### src/rtl/uart_mon_mem_engine_if.sv
// Monitor engine bus: decoder commands, RAM ports and sender handshake.
// MON_DUMP_ADR_EN adds snd_adr, the byte address of each dump line.
interface uart_mon_mem_engine_if #(
  parameter int ADR_W  = 10,
  parameter int NCH    = 2,
  parameter int CH_W   = 1,
  parameter int LINE_W = 2
);
  logic [31:0]          cmd_data;
  logic [CH_W-1:0]      cmd_ch;
  logic                 wadr_set;
  logic                 wdata_en;
  logic                 rd_start_set;
  logic                 rd_end_set;
  logic                 rd_stop;
  logic [ADR_W-1:0]     ram_radr;
  logic [NCH*32-1:0]    ram_rdata;
  logic [ADR_W-1:0]     ram_wadr;
  logic [31:0]          ram_wdata;
  logic [NCH-1:0]       ram_wen;
  logic [NCH-1:0]       read_sel;
  logic [LINE_W*32-1:0] snd_data;
  logic                 snd_start;
  logic                 snd_busy;
  logic                 dump_running;
`ifdef MON_DUMP_ADR_EN
  logic [ADR_W+1:0]     snd_adr;
`endif

  modport master (
    output cmd_data, cmd_ch, wadr_set, wdata_en,
    output rd_start_set, rd_end_set, rd_stop,
    output ram_rdata, snd_busy,
    input  ram_radr, ram_wadr, ram_wdata, ram_wen,
    input  read_sel, snd_data, snd_start, dump_running
`ifdef MON_DUMP_ADR_EN
    , input snd_adr
`endif
  );

  modport slave (
    input  cmd_data, cmd_ch, wadr_set, wdata_en,
    input  rd_start_set, rd_end_set, rd_stop,
    input  ram_rdata, snd_busy,
    output ram_radr, ram_wadr, ram_wdata, ram_wen,
    output read_sel, snd_data, snd_start, dump_running
`ifdef MON_DUMP_ADR_EN
    , output snd_adr
`endif
  );
endinterface

### src/rtl/uart_mon_mem_engine.sv
// Monitor memory engine: RAM writes and line-packed range dumps.
// Define MON_DUMP_ADR_EN to emit snd_adr with every dump line.
module uart_mon_mem_engine #(
  parameter int ADR_W  = 10,
  parameter int NCH    = 2,
  parameter int CH_W   = 1,
  parameter int RD_LAT = 1,
  parameter int LINE_W = 2
) (
  input logic                 clk,
  input logic                 rst,
  uart_mon_mem_engine_if.slave bus
);
  localparam int IDX_W = (LINE_W > 1) ? $clog2(LINE_W) : 1;

  typedef enum logic [2:0] {
    S_IDLE, S_RD, S_WT, S_CAP, S_SND, S_HOLD
  } state_t;

  logic [ADR_W-1:0] w_cmd_adr;
  logic             w_unused;

  assign w_cmd_adr = bus.cmd_data[ADR_W+1:2];
  assign w_unused  = ^{bus.cmd_data[31:ADR_W+2],
                       bus.cmd_data[1:0]};

  // write path
  logic [ADR_W-1:0] r_wptr, w_wptr;
  logic [CH_W-1:0]  r_wch, w_wch;
  logic [ADR_W-1:0] r_wadr;
  logic [31:0]      r_wdata;
  logic [NCH-1:0]   r_wen;

  assign w_wptr = bus.wadr_set ? w_cmd_adr : r_wptr;
  assign w_wch  = bus.wadr_set ? bus.cmd_ch : r_wch;

  always_ff @(posedge clk or posedge rst) begin
    if (rst) begin
      r_wptr  <= '0;
      r_wch   <= '0;
      r_wadr  <= '0;
      r_wdata <= '0;
      r_wen   <= '0;
    end else begin
      r_wen  <= '0;
      r_wptr <= w_wptr;
      r_wch  <= w_wch;
      if (bus.wdata_en) begin
        r_wptr  <= w_wptr + ADR_W'(1);
        r_wadr  <= w_wptr;
        r_wdata <= bus.cmd_data;
        for (int k = 0; k < NCH; k++)
          r_wen[k] <= (w_wch == CH_W'(k));
      end
    end
  end

  assign bus.ram_wadr  = r_wadr;
  assign bus.ram_wdata = r_wdata;
  assign bus.ram_wen   = r_wen;

  // dump path
  state_t                  r_state, w_nxt;
  logic [ADR_W-1:0]        r_st, r_end, r_cur, r_base;
  logic [CH_W-1:0]         r_sch, r_ch;
  logic [IDX_W-1:0]        r_idx;
  logic [1:0]              r_wcnt;
  logic                    r_last;
  logic [0:LINE_W-1][31:0] r_line;
  logic [0:LINE_W-1][31:0] r_snd_data;
  logic                    r_snd_start;
  logic [ADR_W+1:0]        r_snd_adr;

  logic        w_stop, w_launch, w_at_end, w_line_full;
  logic [31:0] w_rdata;

  assign w_stop      = bus.rd_stop && (r_state != S_IDLE);
  assign w_launch    = (r_state == S_IDLE) && bus.rd_end_set &&
                       !bus.rd_stop && (int'(r_sch) < NCH);
  // >= also covers end < start: the first word terminates the dump
  assign w_at_end    = (r_cur >= r_end);
  assign w_line_full = (r_idx == IDX_W'(LINE_W-1));
  assign w_rdata     = bus.ram_rdata[int'(r_ch)*32 +: 32];

  always_ff @(posedge clk or posedge rst) begin
    if (rst) r_state <= S_IDLE;
    else     r_state <= w_nxt;
  end

  always_comb begin
    w_nxt = r_state;
    unique case (r_state)
      S_IDLE: if (w_launch) w_nxt = S_RD;
      S_RD:   w_nxt = (RD_LAT > 1) ? S_WT : S_CAP;
      S_WT:   if (r_wcnt == 2'(RD_LAT-2)) w_nxt = S_CAP;
      S_CAP:  w_nxt = (w_at_end || w_line_full) ? S_SND : S_RD;
      S_SND:  if (!bus.snd_busy) w_nxt = S_HOLD;
      S_HOLD: w_nxt = r_last ? S_IDLE : S_RD;
      default: w_nxt = S_IDLE;
    endcase
    if (w_stop) w_nxt = S_IDLE;
  end

  always_ff @(posedge clk or posedge rst) begin
    if (rst) begin
      r_st        <= '0;
      r_end       <= '0;
      r_cur       <= '0;
      r_base      <= '0;
      r_sch       <= '0;
      r_ch        <= '0;
      r_idx       <= '0;
      r_wcnt      <= '0;
      r_last      <= 1'b0;
      r_line      <= '0;
      r_snd_data  <= '0;
      r_snd_start <= 1'b0;
      r_snd_adr   <= '0;
    end else begin
      r_snd_start <= 1'b0;
      if (bus.rd_start_set) begin
        r_st  <= w_cmd_adr;
        r_sch <= bus.cmd_ch;
      end
      if (w_launch) begin
        r_end  <= w_cmd_adr;
        r_cur  <= r_st;
        r_base <= r_st;
        r_ch   <= r_sch;
        r_idx  <= '0;
        r_line <= '0;
      end
      if (!w_stop) begin
        unique case (r_state)
          S_RD: r_wcnt <= '0;
          S_WT: r_wcnt <= r_wcnt + 2'd1;
          S_CAP: begin
            r_line[r_idx] <= w_rdata;
            r_last        <= w_at_end;
            if (!(w_at_end || w_line_full)) begin
              r_cur <= r_cur + ADR_W'(1);
              r_idx <= r_idx + IDX_W'(1);
            end
          end
          S_SND: if (!bus.snd_busy) begin
            r_snd_start <= 1'b1;
            r_snd_data  <= r_line;
            r_snd_adr   <= {r_base, 2'b00};
          end
          S_HOLD: if (!r_last) begin
            r_cur  <= r_cur + ADR_W'(1);
            r_base <= r_cur + ADR_W'(1);
            r_idx  <= '0;
            r_line <= '0;
          end
          default: ;
        endcase
      end
    end
  end

  logic [NCH-1:0] w_rsel;
  always_comb begin
    w_rsel = '0;
    for (int k = 0; k < NCH; k++)
      w_rsel[k] = (r_state != S_IDLE) && (r_ch == CH_W'(k));
  end

  assign bus.ram_radr     = r_cur;
  assign bus.read_sel     = w_rsel;
  assign bus.dump_running = (r_state != S_IDLE);
  assign bus.snd_start    = r_snd_start;
  assign bus.snd_data     = r_snd_data;
`ifdef MON_DUMP_ADR_EN
  assign bus.snd_adr      = r_snd_adr;
`else
  logic w_unused_adr;
  assign w_unused_adr = ^r_snd_adr;
`endif
endmodule

### src/flat_wrapper.sv
// flat-port wrapper written by rule: the top's interface ports become plain ports
module uart_mon_mem_engine_flat 
#(
  parameter int ADR_W  = 10,
  parameter int NCH    = 2,
  parameter int CH_W   = 1,
  parameter int RD_LAT = 1,
  parameter int LINE_W = 2
)
  (clk, rst, bus_cmd_data, bus_cmd_ch, bus_wadr_set, bus_wdata_en, bus_rd_start_set, bus_rd_end_set, bus_rd_stop, bus_ram_rdata, bus_snd_busy, bus_ram_radr, bus_ram_wadr, bus_ram_wdata, bus_ram_wen, bus_read_sel, bus_snd_data, bus_snd_start, bus_dump_running);
  uart_mon_mem_engine_if #(.ADR_W(ADR_W), .NCH(NCH), .CH_W(CH_W), .LINE_W(LINE_W)) bus_i ();
  input logic clk;
  input logic rst;
  input wire logic [$bits(bus_i.cmd_data)-1:0] bus_cmd_data;
  input wire logic [$bits(bus_i.cmd_ch)-1:0] bus_cmd_ch;
  input wire logic [$bits(bus_i.wadr_set)-1:0] bus_wadr_set;
  input wire logic [$bits(bus_i.wdata_en)-1:0] bus_wdata_en;
  input wire logic [$bits(bus_i.rd_start_set)-1:0] bus_rd_start_set;
  input wire logic [$bits(bus_i.rd_end_set)-1:0] bus_rd_end_set;
  input wire logic [$bits(bus_i.rd_stop)-1:0] bus_rd_stop;
  input wire logic [$bits(bus_i.ram_rdata)-1:0] bus_ram_rdata;
  input wire logic [$bits(bus_i.snd_busy)-1:0] bus_snd_busy;
  output wire logic [$bits(bus_i.ram_radr)-1:0] bus_ram_radr;
  output wire logic [$bits(bus_i.ram_wadr)-1:0] bus_ram_wadr;
  output wire logic [$bits(bus_i.ram_wdata)-1:0] bus_ram_wdata;
  output wire logic [$bits(bus_i.ram_wen)-1:0] bus_ram_wen;
  output wire logic [$bits(bus_i.read_sel)-1:0] bus_read_sel;
  output wire logic [$bits(bus_i.snd_data)-1:0] bus_snd_data;
  output wire logic [$bits(bus_i.snd_start)-1:0] bus_snd_start;
  output wire logic [$bits(bus_i.dump_running)-1:0] bus_dump_running;
  assign bus_i.cmd_data = bus_cmd_data;
  assign bus_i.cmd_ch = bus_cmd_ch;
  assign bus_i.wadr_set = bus_wadr_set;
  assign bus_i.wdata_en = bus_wdata_en;
  assign bus_i.rd_start_set = bus_rd_start_set;
  assign bus_i.rd_end_set = bus_rd_end_set;
  assign bus_i.rd_stop = bus_rd_stop;
  assign bus_i.ram_rdata = bus_ram_rdata;
  assign bus_i.snd_busy = bus_snd_busy;
  assign bus_ram_radr = bus_i.ram_radr;
  assign bus_ram_wadr = bus_i.ram_wadr;
  assign bus_ram_wdata = bus_i.ram_wdata;
  assign bus_ram_wen = bus_i.ram_wen;
  assign bus_read_sel = bus_i.read_sel;
  assign bus_snd_data = bus_i.snd_data;
  assign bus_snd_start = bus_i.snd_start;
  assign bus_dump_running = bus_i.dump_running;
  uart_mon_mem_engine #(.ADR_W(ADR_W), .NCH(NCH), .CH_W(CH_W), .RD_LAT(RD_LAT), .LINE_W(LINE_W)) u_core (.clk(clk), .rst(rst), .bus(bus_i));
endmodule
### config.mk
export PLATFORM = sky130hd
export DESIGN_NAME = uart_mon_mem_engine_flat
export DESIGN_NICKNAME = d
export VERILOG_FILES = /design/src/rtl/uart_mon_mem_engine_if.sv /design/src/rtl/uart_mon_mem_engine.sv /design/src/flat_wrapper.sv
export SDC_FILE = /design/constraint.sdc
export NUM_CORES = 1
export LEC_CHECK = 0
export ABC_AREA = 1
export ABC_CLOCK_PERIOD_IN_PS = 10130
export CAP_MARGIN = 25
export CORE_UTILIZATION = 40
export CTS_CLUSTER_SIZE = 20
export DETAILED_ROUTE_END_ITERATION = 16
export MAX_ROUTING_LAYER = met4
export PLACE_DENSITY_LB_ADDON = 0.2
export SYNTH_ARGS = -nofsm -noshare
export SYNTH_HDL_FRONTEND = slang
export SYNTH_SLANG_ARGS = --single-unit
export TNS_END_PERCENT = 50
### constraint.sdc
create_clock -name clk -period 10.13 [get_ports clk]
set_input_delay 1.5195 -clock clk [delete_from_list [all_inputs] [get_ports clk]]
set_output_delay 1.5195 -clock clk [all_outputs]
set_load 0.02 [all_outputs]
After elaboration in Yosys (flattened, before gate mapping)
Index checks and enable logic that the tools add are counted.
W data, S select, Z words.

word-level totals
  output and inout port bits = 122
  bits in registers = 223
  input bits = 105

cells by class
  shifts and indexed selects = 1
  eq/ne operators = 9
  reductions and logical operators = 15
  multiplexer cells = 32
  add/subtract/negate cells = 4
  bitwise gates (word level) = 5
  magnitude comparators = 3

operators with widths
  cell                     count
  $mux W64                 3
  $pmux W64 S2             1
  $bwmux W64               1
  $shiftx A64 B7 Y32       1
  $mux W10                 6
  $demux W32 S1            1
  $mux W32                 1
  $add A10 B1 Y10 const B  2
  $pmux W10 S2             1
  $pmux W3 S6              1
  $mux W3                  5
  $ge A10 B10 Y1           1
  $mux W1                  9
  $eq A3 B2 Y1 const B     2
  $eq A3 B3 Y1 const B     2
  $logic_and A1 B1 Y1      6
  $ne A3 B1 Y1 const B     2
  $reduce_and A3 Y1        2
  $not A1 Y1               4
  $pmux W2 S2              1
  $reduce_and A2 Y1        2
  $eq A3 B1 Y1 const B     1
  $logic_not A3 Y1         1
  $ne A3 B2 Y1 const B     1
  12 further kinds         12

Depth between registers and ports, before layout
  depth after elaboration = 8
  gate-level depth with buffers = 12
  gate-level depth less buffers = 12

Worst setup path before layout
No wires, ideal clock.

  path type = input port to flip-flop
  start = input bus_wadr_set
  end = register u_core.r_wptr[8]
  arrival time = 2.665 ns
  stages on the path = 8
  path buffers = 1
  slack = 7.345 ns
  library setup time = 0.120 ns
  cell sequence = buf_2 > o21ai_0 > ha_1 > nand3_1 > nor3_1 > nand2_1 > o21ai_1 > nand2_1

on the way
  cells in the longest elaborated chain, start to end = 3

ends and longest elaborated chain
  what                  RTL line                   source
  from (decl)           flat_wrapper.sv:16         input wire logic [$bits(bus_i.wadr_set)-1:0] bus_wadr_set;
  $mux W10              uart_mon_mem_engine.sv:34  assign w_wptr = bus.wadr_set ? w_cmd_adr : r_wptr;
  via u_core.w_wptr[1]  uart_mon_mem_engine.sv:28  logic [ADR_W-1:0] r_wptr, w_wptr;
  $add A10 B1 Y10       uart_mon_mem_engine.sv:49  r_wptr <= w_wptr + ADR_W'(1);
  $mux W10              uart_mon_mem_engine.sv:48  if (bus.wdata_en) begin
  to (signal assigned)  uart_mon_mem_engine.sv:46  r_wptr <= w_wptr;
  to (signal assigned)  uart_mon_mem_engine.sv:49
  to (decl)             uart_mon_mem_engine.sv:28

The timed path passes the listed nets, and every way through them passes these cells.
A chain may end at the register's enable or synchronous reset.

Worst setup path after layout
  start = register u_core.r_ch
  end = output bus_read_sel[1]

on the way
  cells in the longest elaborated chain, start to end = 1

ends and longest elaborated chain
  what                    RTL line                    source
  from (decl)             uart_mon_mem_engine.sv:65   logic [CH_W-1:0] r_sch, r_ch;
  from (signal assigned)  uart_mon_mem_engine.sv:129  r_ch <= r_sch;
  $logic_and A1 B1 Y1     uart_mon_mem_engine.sv:166  w_rsel[k] = (r_state != S_IDLE) && (r_ch == CH_W'(k));
  to (decl)               flat_wrapper.sv:27          output wire logic [$bits(bus_i.read_sel)-1:0] bus_read_sel;

No other way between the ends.

==> results.yml <==
die:
  rows: 58
  die_h_um: 162
  coreArea_um2: 25100
  start_util_pct: 40.6
  die_w_um: 162
  ios: 227
  die_area_um2: 26100
sta:
  finalWorstSetupSlack_ps: 5730
  fin_crit_ps: 4400
  rsz0062_at_grt: "no"
  final_hold_viol_count: 0
  fmax_mhz: 227
  finalCritPeriodShare_pct: 43.5
  worst_pin_slew_ps: 891
  clock_skew_ps: 7.81
  drv_slew: 0
  setup_tns_ps: 0
  setup_viol: 0
  slew_headroom_pct: 40.6
routing:
  via_per_inst: 4.86
  top_layer_used: "met4"
  drt_iter0_markers: 677
  ant_nets: 0
  wl_met3_um: 2200
  drc_errors: 0
  firstDrtPassIters: 7
  routed_wl_um: 27300
  dr_total_vias: 8544
  wl_met2_um: 12300
  m1WireLength_um: 12200
  wire_per_inst_um: 15.5
setup_path:
  critPathMaxFanout: 59
  critical-path-slowest-cell: "dfrtp_2"
  reg2reg_slack_ps: 7520
  cp-end-kind: "output pin"
  startpoint_type: "register"
  rr_endpoint: "u_core.r_line[34]$_DFF_PP0_"
  slowest_delay_ps: 950
  crit_family: "buffers and inverters"
  cp.required_ps: 8610
  path_class: "reg -> out"
  critPathLaunch: "u_core.r_ch$_DFFE_PP0P_"
  rr_worst_depth: 7
  cp.arrival_ps: 2880
  critical_path.cell_chain: "clkinv_1 -> nor2_1 -> clkdlybuf4s50_1"
  rr_startpoint: "u_core.r_state[2]$_DFFE_PP0P_"
  cp_num_buf_inv: 2
synthesis:
  yosysUniqueCellTypes: 43
  synth_fp_nets: 1322
  synth_top_area_share_pct: 54.7
  synth_edf_count: 0
  synth_area_um2: 10200
  yosys_warnings: 0
  ys_async_sr_fraction_pct: 100
  synth_ff_type: "dfrtp_1"
  synth_area_leaders: "dfrtp_1 (55%), nand2_1 (14%), inv_1 (6.7%)"
  synth_area_leader_cell: "dfrtp_1"
  syn_avg_cell_area_um2: 8.47
  synth_seq_cells: 223
  postSynthCellCount: 1204
  yosysSeqAreaShare_pct: 54.7
placed_design:
  gp_congestion: 0.821
  dp_cells: 1713
  io_buffers: 226
  hpwl_um: 18700
  dp_slack_ps: 6030
clock_network:
  cts_tree: "built"
  cts.sinks: 223
  cts.reportedPaths.clkPinSlew_ps: 60
  h-tree-depth: 1
  cts-buffers-inserted: 25
  clk_latency_ps: 510
  cts.root.buffer_cell: "clkbuf_16"
  cts_setup_buffers: 0
  holdBufCountCts: 0
  cts-resized-gates: 0
  cts_buffer_depth: 3
cells_and_area:
  fillers: 2395
  n_antenna_cell: 0
  multi_input_area_um2: 3650
  utilization_pct: 54.6
  area_growth_pct: 34.5
  finish.net_count: 1531
  seq_area_um2: 5580
  drive_gt1_share_pct: 7.42
  stdcell_count: 1759
pwr:
  pwr_density_cell_nw_per_um2: 268
  p_leak_nw: 6.66
  ir_drop_mv: 0.118
run_status:
  status: "finished, final reports clean"
worst_hold_path:
  holdPathEnd: "u_core.bus.snd_data[21]$_DFFE_PP0P_"
  worstHoldStart: "u_core.bus.snd_data[21]$_DFFE_PP0P_"
  min_path_type: "reg -> reg"
  hold_depth: 2
global_routing:
  grt-ovfl-total: 0
  grt_max_degree: 146
  grt_pass1_vias: 8166
  grtUsageTotal_pct: 21.6
  grt_antenna_before_repair: 0
  grt_pass1_wl_um: 43400
run:
  maxCapViolations: 0
==> worst reg2reg max path, stage by stage (launching register included) <==
cell and delay [ps]:
dfrtp_1 410, inv_1 140, nand3_2 320, inv_1 240, nand3_2 560, a21oi_2 350
inv_2 270, o21ai_0 240
==> registers in the layout (all words and copies together) (netlist names), 2 cells and up <==
register and count:
u_core.bus.snd_data 64, u_core.r_wptr 10, u_core.bus.ram_wdata 32, u_core.r_line 64, u_core.bus.ram_wen 2, u_core.r_state 3
u_core.bus.ram_wadr 10, u_core.r_wcnt 2, u_core.bus.ram_radr 10, u_core.r_end 10, u_core.r_st 10
==> report_power, final <==
group          leakage, nW  total [mW]  internal [mW]  switching [mW]
Combinational         3.31        1.29          0.515           0.780
Clock                0.481        1.06          0.699           0.365
Sequential            2.86        1.32           1.13           0.185
Total                 6.66        3.68           2.35            1.33
==> cells by family after synthesis <==
family	Yosys count	synth area share [%]
adders and majority gates	13	1.59
DFF	223	54.7
xor gates and xnor gates	10	0.859
and+or+nand+nor	485	19.8
buffers and inverters	241	9.56
AOI/OAI and AO/OA	232	13.5
==> layout by cell type, fill, tap and decap left out, types with 2 or more instances in the layout <==
master           count
nand2_1            368
clkdlybuf4s50_1    226
dfrtp_1            222
inv_1              181
o21ai_0            132
nand3_1             56
nor2_1              34
o21ai_2             26
clkbuf_16           25
o22ai_1             20
a21oi_1             15
ha_1                13
xor2_1              10
o21ai_1              9
bufinv_16            9
a22oi_1              8
o211ai_1             6
o221ai_1             6
clkinv_2             6
buf_4                6
nand4_1              5
nor2_2               5
nand2_2              4
nand3_2              3
clkbuf_8             3
buf_16               3
nor3_1               2
nand2_4              2
inv_2                2
a31oi_1              2
clkinv_1             2
o22ai_2              2
==> synth_stat cells, types with 8 or more instances <==
library cell    n
buf_2          12
xor2_1         10
dfrtp_1       223
inv_1         182
ha_1           13
nand3_1        56
o21ai_0       132
a21oi_1        15
nand2_1       368
a22oi_1         8
clkbuf_1       32
nor2_1         35
o21ai_2        26
o22ai_1        20
o21ai_1         9
==> per-stage QoR <==
step	instance area, um2	power [mW]	hold WS, ps
global route	13700	3.91	496
CTS	13600	3.70	477
detailed placement	12700	2.62	461
global placement	12700	2.60	453
finish	13700	3.68	470
floorplan	10200	2.07	449
==> final cells by class <==
| type | instances | area share (%) |
|---|---|---|
| clock buffers | 28 | 4.86 |
| clock inverters | 15 | 2.22 |
| inverters | 188 | 5.23 |
| multi-input cells | 740 | 26.6 |
| flip-flops and latches | 223 | 40.7 |
| well taps | 330 | 3.01 |
| repair buffers | 235 | 17.4 |
==> worst max-delay path by stage <==
stage | end | slack [ps] | cells past startpoint
3_5_place_dp | u_core.r_line[33]$_DFF_PP0_ | 6030 | 8
6_report | bus_read_sel[1] | 5730 | 3
4_1_cts | bus_read_sel[1] | 5680 | 3
3_3_place_gp | u_core.r_line[34]$_DFF_PP0_ | 6080 | 8
2_1_floorplan | u_core.bus.ram_radr[0]$_DFF_PP0_ | 2500 | 1
5_1_grt | bus_read_sel[1] | 5510 | 3
==> per-layer routing <==
metal	vias to the layer above	track usage, %
met4	0	5.27
met2	301	33.4
li1	4208	-
met3	40	4.47
met1	3995	29.0
met5	-	-
Note: power is estimated with default switching activity, not from simulation.
